## src/rtl/ioctl_upload_responder_if.sv

```systemverilog
// Signal bundle between hps_io / RAM mux and the ioctl upload read responder.
// master drives the HPS strobes, the window and RAM read data; slave is the responder.
interface ioctl_upload_responder_if #(
  parameter int unsigned AW = 12
);
  logic          ioctl_upload;
  logic [7:0]    ioctl_index;
  logic          ioctl_rd;
  logic [24:0]   ioctl_addr;
  logic [7:0]    ioctl_din;
  logic          ioctl_wait;
  logic          win;
  logic          ram_access;
  logic [AW-1:0] ram_address;
  logic          ram_rd;
  logic [7:0]    ram_data;
  logic          overrun;

  modport master (
    output ioctl_upload, ioctl_index, ioctl_rd, ioctl_addr, win, ram_data,
    input  ioctl_din, ioctl_wait, ram_access, ram_address, ram_rd, overrun
  );

  modport slave (
    input  ioctl_upload, ioctl_index, ioctl_rd, ioctl_addr, win, ram_data,
    output ioctl_din, ioctl_wait, ram_access, ram_address, ram_rd, overrun
  );
endinterface

```

## src/rtl/ioctl_upload_responder.sv

```systemverilog
// Answers HPS upload read strobes with bytes from work RAM, claiming the RAM port
// only inside the core's safe window and stalling the HPS until the byte is ready.
module ioctl_upload_responder #(
  parameter int unsigned AW      = 12,
  parameter int unsigned RAM_LAT = 1,
  parameter logic [7:0]  INDEX   = 8'd4,
  parameter logic [7:0]  FILL    = 8'hFF
) (
  input logic                    clk,
  input logic                    reset,
  ioctl_upload_responder_if.slave bus
);

  typedef enum logic [2:0] {IDLE, WAITWIN, ACQ, READ, CAPT} state_t;

  localparam logic [1:0] LAT_M1 = 2'(RAM_LAT - 1);

  state_t      state;
  logic [24:0] addr;
  logic [1:0]  lat_cnt;
  logic        upload_q;
  logic        accept;
  logic        out_of_range;

  assign accept       = bus.ioctl_rd & bus.ioctl_upload & (bus.ioctl_index == INDEX);
  assign out_of_range = |addr[24:AW];

  always_ff @(posedge clk or posedge reset) begin
    if (reset) begin
      state           <= IDLE;
      addr            <= '0;
      lat_cnt         <= '0;
      upload_q        <= 1'b0;
      bus.ioctl_din   <= '0;
      bus.ioctl_wait  <= 1'b0;
      bus.ram_access  <= 1'b0;
      bus.ram_address <= '0;
      bus.ram_rd      <= 1'b0;
      bus.overrun     <= 1'b0;
    end else begin
      upload_q   <= bus.ioctl_upload;
      bus.ram_rd <= 1'b0;

      // A busy strobe outranks the session-start clear if both land together.
      if (bus.ioctl_upload && !upload_q)
        bus.overrun <= 1'b0;
      if (state != IDLE && bus.ioctl_rd)
        bus.overrun <= 1'b1;

      if (state != IDLE && !bus.ioctl_upload) begin
        state          <= IDLE;
        bus.ioctl_wait <= 1'b0;
        bus.ram_access <= 1'b0;
      end else begin
        unique case (state)
          IDLE: begin
            if (accept) begin
              addr           <= bus.ioctl_addr;
              bus.ioctl_wait <= 1'b1;
              state          <= WAITWIN;
            end
          end
          WAITWIN: begin
            // Out-of-range reads never touch the RAM, so they need no window.
            if (out_of_range) begin
              bus.ioctl_din  <= FILL;
              bus.ioctl_wait <= 1'b0;
              state          <= IDLE;
            end else if (bus.win) begin
              bus.ram_access  <= 1'b1;
              bus.ram_address <= addr[AW-1:0];
              state           <= ACQ;
            end
          end
          ACQ: begin
            bus.ram_rd <= 1'b1;
            lat_cnt    <= LAT_M1;
            state      <= READ;
          end
          READ: begin
            if (lat_cnt == 2'd0)
              state <= CAPT;
            else
              lat_cnt <= lat_cnt - 2'd1;
          end
          CAPT: begin
            bus.ioctl_din  <= bus.ram_data;
            bus.ioctl_wait <= 1'b0;
            bus.ram_access <= 1'b0;
            state          <= IDLE;
          end
          default: state <= IDLE;
        endcase
      end
    end
  end

endmodule

```

## src/flat_wrapper.sv

```systemverilog
// flat-port wrapper written by rule: the top's interface ports become plain ports
module ioctl_upload_responder_flat 
#(
  parameter int unsigned AW      = 12,
  parameter int unsigned RAM_LAT = 1,
  parameter logic [7:0]  INDEX   = 8'd4,
  parameter logic [7:0]  FILL    = 8'hFF
)
  (clk, reset, bus_ioctl_upload, bus_ioctl_index, bus_ioctl_rd, bus_ioctl_addr, bus_win, bus_ram_data, bus_ioctl_din, bus_ioctl_wait, bus_ram_access, bus_ram_address, bus_ram_rd, bus_overrun);
  ioctl_upload_responder_if #(.AW(AW)) bus_i ();
  input logic clk;
  input logic reset;
  input wire logic [$bits(bus_i.ioctl_upload)-1:0] bus_ioctl_upload;
  input wire logic [$bits(bus_i.ioctl_index)-1:0] bus_ioctl_index;
  input wire logic [$bits(bus_i.ioctl_rd)-1:0] bus_ioctl_rd;
  input wire logic [$bits(bus_i.ioctl_addr)-1:0] bus_ioctl_addr;
  input wire logic [$bits(bus_i.win)-1:0] bus_win;
  input wire logic [$bits(bus_i.ram_data)-1:0] bus_ram_data;
  output wire logic [$bits(bus_i.ioctl_din)-1:0] bus_ioctl_din;
  output wire logic [$bits(bus_i.ioctl_wait)-1:0] bus_ioctl_wait;
  output wire logic [$bits(bus_i.ram_access)-1:0] bus_ram_access;
  output wire logic [$bits(bus_i.ram_address)-1:0] bus_ram_address;
  output wire logic [$bits(bus_i.ram_rd)-1:0] bus_ram_rd;
  output wire logic [$bits(bus_i.overrun)-1:0] bus_overrun;
  assign bus_i.ioctl_upload = bus_ioctl_upload;
  assign bus_i.ioctl_index = bus_ioctl_index;
  assign bus_i.ioctl_rd = bus_ioctl_rd;
  assign bus_i.ioctl_addr = bus_ioctl_addr;
  assign bus_i.win = bus_win;
  assign bus_i.ram_data = bus_ram_data;
  assign bus_ioctl_din = bus_i.ioctl_din;
  assign bus_ioctl_wait = bus_i.ioctl_wait;
  assign bus_ram_access = bus_i.ram_access;
  assign bus_ram_address = bus_i.ram_address;
  assign bus_ram_rd = bus_i.ram_rd;
  assign bus_overrun = bus_i.overrun;
  ioctl_upload_responder #(.AW(AW), .RAM_LAT(RAM_LAT), .INDEX(INDEX), .FILL(FILL)) u_core (.clk(clk), .reset(reset), .bus(bus_i));
endmodule
```

## config.mk

```make
export PLATFORM = sky130hd
export DESIGN_NAME = ioctl_upload_responder_flat
export DESIGN_NICKNAME = d
export VERILOG_FILES = /design/src/rtl/ioctl_upload_responder_if.sv /design/src/rtl/ioctl_upload_responder.sv /design/src/flat_wrapper.sv
export SDC_FILE = /design/constraint.sdc
export NUM_CORES = 1
export LEC_CHECK = 0
export ABC_AREA = 0
export CORE_MARGIN = 3
export CORE_UTILIZATION = 51
export CTS_CLUSTER_SIZE = 14
export DETAILED_ROUTE_END_ITERATION = 7
export GPL_TIMING_DRIVEN = 0
export PLACE_DENSITY = 0.87
export SLEW_MARGIN = 0
export SYNTH_ARGS = -nofsm -noshare
export SYNTH_HDL_FRONTEND = slang
export SYNTH_SLANG_ARGS = --single-unit
```

## constraint.sdc

```tcl
create_clock -name clk -period 2.6 [get_ports clk]
set_clock_uncertainty 0.05 [all_clocks]
set_input_delay 0.52 -clock clk [delete_from_list [all_inputs] [get_ports clk]]
set_output_delay 0.52 -clock clk [all_outputs]
set_load 0.02 [all_outputs]
```

==> implementation parameters <==
Parameter                              Value

Floorplanning
  Die footprint    5620 µm²
  Top-Level Pins    70
  Core outline area    4470 µm²
  Chip width    roughly 75 µm
  Height of the chip    roughly 75 µm
  Site Rows    24
  Initial Util    a little over half

Clocking
  Clock Tree Root    clkbuf_8
  Clk slew on worst S/H paths    roughly 90 ps
  Clock tree from TritonCTS    built
  Num CTS Buffers    5
  CTS-repair resized insts    0
  Insertion delay of the later-clocked pin in the worst-skew pair    approximately 300 ps
  Hold buffer count at cts    0
  Post CTS Setup Buffer Count    0
  Clock tree buffer depth    2
  Clock Sink Count    55
  H-tree levels    2

STA
  Clock period minus worst slack    ~2200 ps
  TNS Setup    0 ps
  Setup violators final    0
  Max Clk Rate    between 400 and 500 MHz
  Part of the cycle the worst path needs    between 80% and 90%
  Worst Tran Pin Value    approximately 520 ps
  Hold Violations, Final    0
  Slack of the critical path    around 360 ps
  Unrepaired setup endpoints after global routing    false
  Max_slew headroom    around two thirds
  Fin. max-slew vios    0

Final layout
  Net count, final    around 310
  Final antenna diode count    0
  Final-layout fill cell count    297
  Count of placed standard cells in the final layout, fillers left out    around 320
  Relative area change from synthesis to final layout    36.8%
  Share of cells above drive strength 1    about a fifth

Route
  Vias post-DR    about 1,700
  Detailed Route Iter0 Violations    92
  Ratio of routed vias to standard cells    5.39
  Total routed wirelength    roughly 4900 µm
  Residual DRC    0
  Number of routed nets with antenna violations    0
  Average wire length per cell after detail routing    between 15 and 20 µm
  Number of iterations in the first detailed-routing pass    4

Power and ir drop
  Peak supply drop    about 0.38 mV
  PD cells    491 nW/µm²
  Leakage power of the design    about 1.6 nW

Worst setup path
  Setup CP Type    input port to register
  CP Launch Type    input port
  Endpoint class of the critical path    register
  WP data required    2750 ps
  Signal arrival time at the worst endpoint    2390 ps
  Largest fanout on the critical path    10

GRT
  Overflow left after global routing    0
  Maximum number of pins on one net before global-route repair    41
  Met2 capacity usage during global routing    30.3%
  Wire length of the first global-routing pass    between 7000 and 8000 µm
  Antenna violations before repair    0
  Met1 global-route usage    a little under a quarter
  Busiest metal layer after global routing    met2
  Global-route usage over all layers    roughly 18%
  Via count of the first global-routing pass    1,669
  Met3 Track Usage GR    under 10%

Placed design
  Cell count after placement    ~310
  Final weighted congestion in routability-driven placement    around 0.92
  Estimated wirelength of the detail-placed design    between 3000 and 4000 µm
  IO Port Bufs    a little under 70
  Post-Place Worst Slack    about 46 ps

Synth
  Yosys warning total    0
  Most instantiated flip-flop cell in the synthesis netlist    dfrtp_1
  Number of enable-type register cells in the synthesized netlist    0
  Ranking of synthesized cells by area    dfrtp_1 (57%), mux2_4 (12%), mux2_2 (7.9%)
  Count of mapped cells out of synthesis    between 150 and 200
  Count of cell types in the netlist    37
  Most instantiated library cell after synthesis    dfrtp_1
  Post-synthesis cell type with the largest combined area    dfrtp_1
  Async set-or-reset flop fraction in the synthesized netlist    100%
  Ranking of synthesized cells by instance count    dfrtp_1 (55), mux2_4 (20), mux2_2 (17)
  Netlist area before placement    2430 µm²
  Syn Nets    between 200 and 250
  Share of the synthesized area in the top cell type    between 50% and 60%
  Syn avg cell area    approximately 13 µm²
  Number of register bits inferred by synthesis    55
  Sequential cell area fraction in the yosys report    between 50 and 60%

Outcome
  Result of the run    completed

Flow run
  Max Cap Viol    0

Worst hold path
  Worst min-delay path category    register to register
## kinds of logic (layout without fill, tap and decap cells)
logic type | count (synthesis) | count (layout) | synth area share (%)
flip-flops | 55 | 55 | 56.7
AO/OA/AOI/OAI | 31 | 31 | 8.35
adder cells (fa/ha/maj) | 1 | 1 | 0.515
AND/OR/NAND/NOR | 47 | 47 | 10.3
buffers and inverters | 14 | 92 | 3.87
multiplexers | 37 | 37 | 20.3
## critical path, stage by stage
cell and delay, ps:
clkdlybuf4s50_1 610, nor2b_1 330, and3_1 210, nand3_1 160, buf_2 260, mux2_2 300
## registers in the layout, summed over array words and instances (netlist names)
name and cells:
u_core.bus.ram_rd 1, u_core.addr 25, u_core.bus.ram_address 12, u_core.bus.overrun 1, u_core.bus.ioctl_din 8, u_core.bus.ioctl_wait 1, u_core.upload_q 1, u_core.state 3
u_core.lat_cnt 2, u_core.bus.ram_access 1
## cell type report
type	count	area, µm²	area share [%]
clock buffers	6	82.6	2.49
repair buffers	70	711	21.4
inverters	6	22.5	0.678
clock inverters	2	35.0	1.06
multi-input cells	116	957	28.8
plain buffers	8	71.3	2.15
flip-flops and latches	55	1380	41.4
well taps	52	65.1	1.96
## power by group
part	leakage, nW	internal (W)	total [W]	switching (W)
combinational	0.760	0.000103	0.000166	0.0000637
clock	0.0612	0.000312	0.000581	0.000269
sequential	0.760	0.000872	0.000882	0.00000945
total	1.58	0.00129	0.00163	0.000342
## path summary, 6_finish.rpt
path,endpoint,depth (start not counted),from,slack (ps)
setup / recovery,u_core.bus.ram_address[7],6,bus_ioctl_upload,360
setup reg to reg,u_core.bus.ram_address[7],5,u_core.addr[21],510
max in group asynchronous,u_core.addr[12],3,reset,1530
hold / removal,u_core.bus.ram_access,2,u_core.bus.ram_access,430
hold reg to reg,u_core.bus.ram_access,2,u_core.bus.ram_access,430
min in group asynchronous,u_core.bus.ram_address[1],2,reset,450
## stage by stage
stage | total power, W | area, µm² | hold WS, ps | util [%]
2_1_floorplan | 0.000963 | 2430 | 427 | -
3_3_place_gp | 0.00106 | 3180 | 411 | 71.1
3_5_place_dp | 0.00107 | 3200 | 412 | 71.6
4_1_cts | 0.00164 | 3320 | 435 | 74.2
5_1_grt | 0.00169 | 3320 | 461 | 74.2
6_report | 0.00163 | 3320 | 431 | 74.2
## cells in the final DEF, fill, tap and decap left out, drive strengths merged, types with 2 or more instances in the layout
cell type | netlist | final
clkdlybuf4s50 | 0 | 69
dfrtp | 55 | 55
mux2 | 37 | 37
nand2 | 12 | 12
nor2 | 11 | 11
o22ai | 8 | 8
a21oi | 8 | 8
clkbuf | 2 | 8
buf | 6 | 7
inv | 6 | 6
o21ai | 4 | 4
nor3 | 4 | 4
nor4 | 3 | 3
nor2b | 3 | 3
nand2b | 3 | 3
a22o | 3 | 3
nand3 | 2 | 2
nand4 | 2 | 2
o211ai | 2 | 2
## per-layer routing
metal	vias up	share of wire [%]
met4	0	0.90
met3	7	6.6
li1	820	-
met2	54	49
met5	-	0
met1	817	44
(Power assumes the default switching activity.)
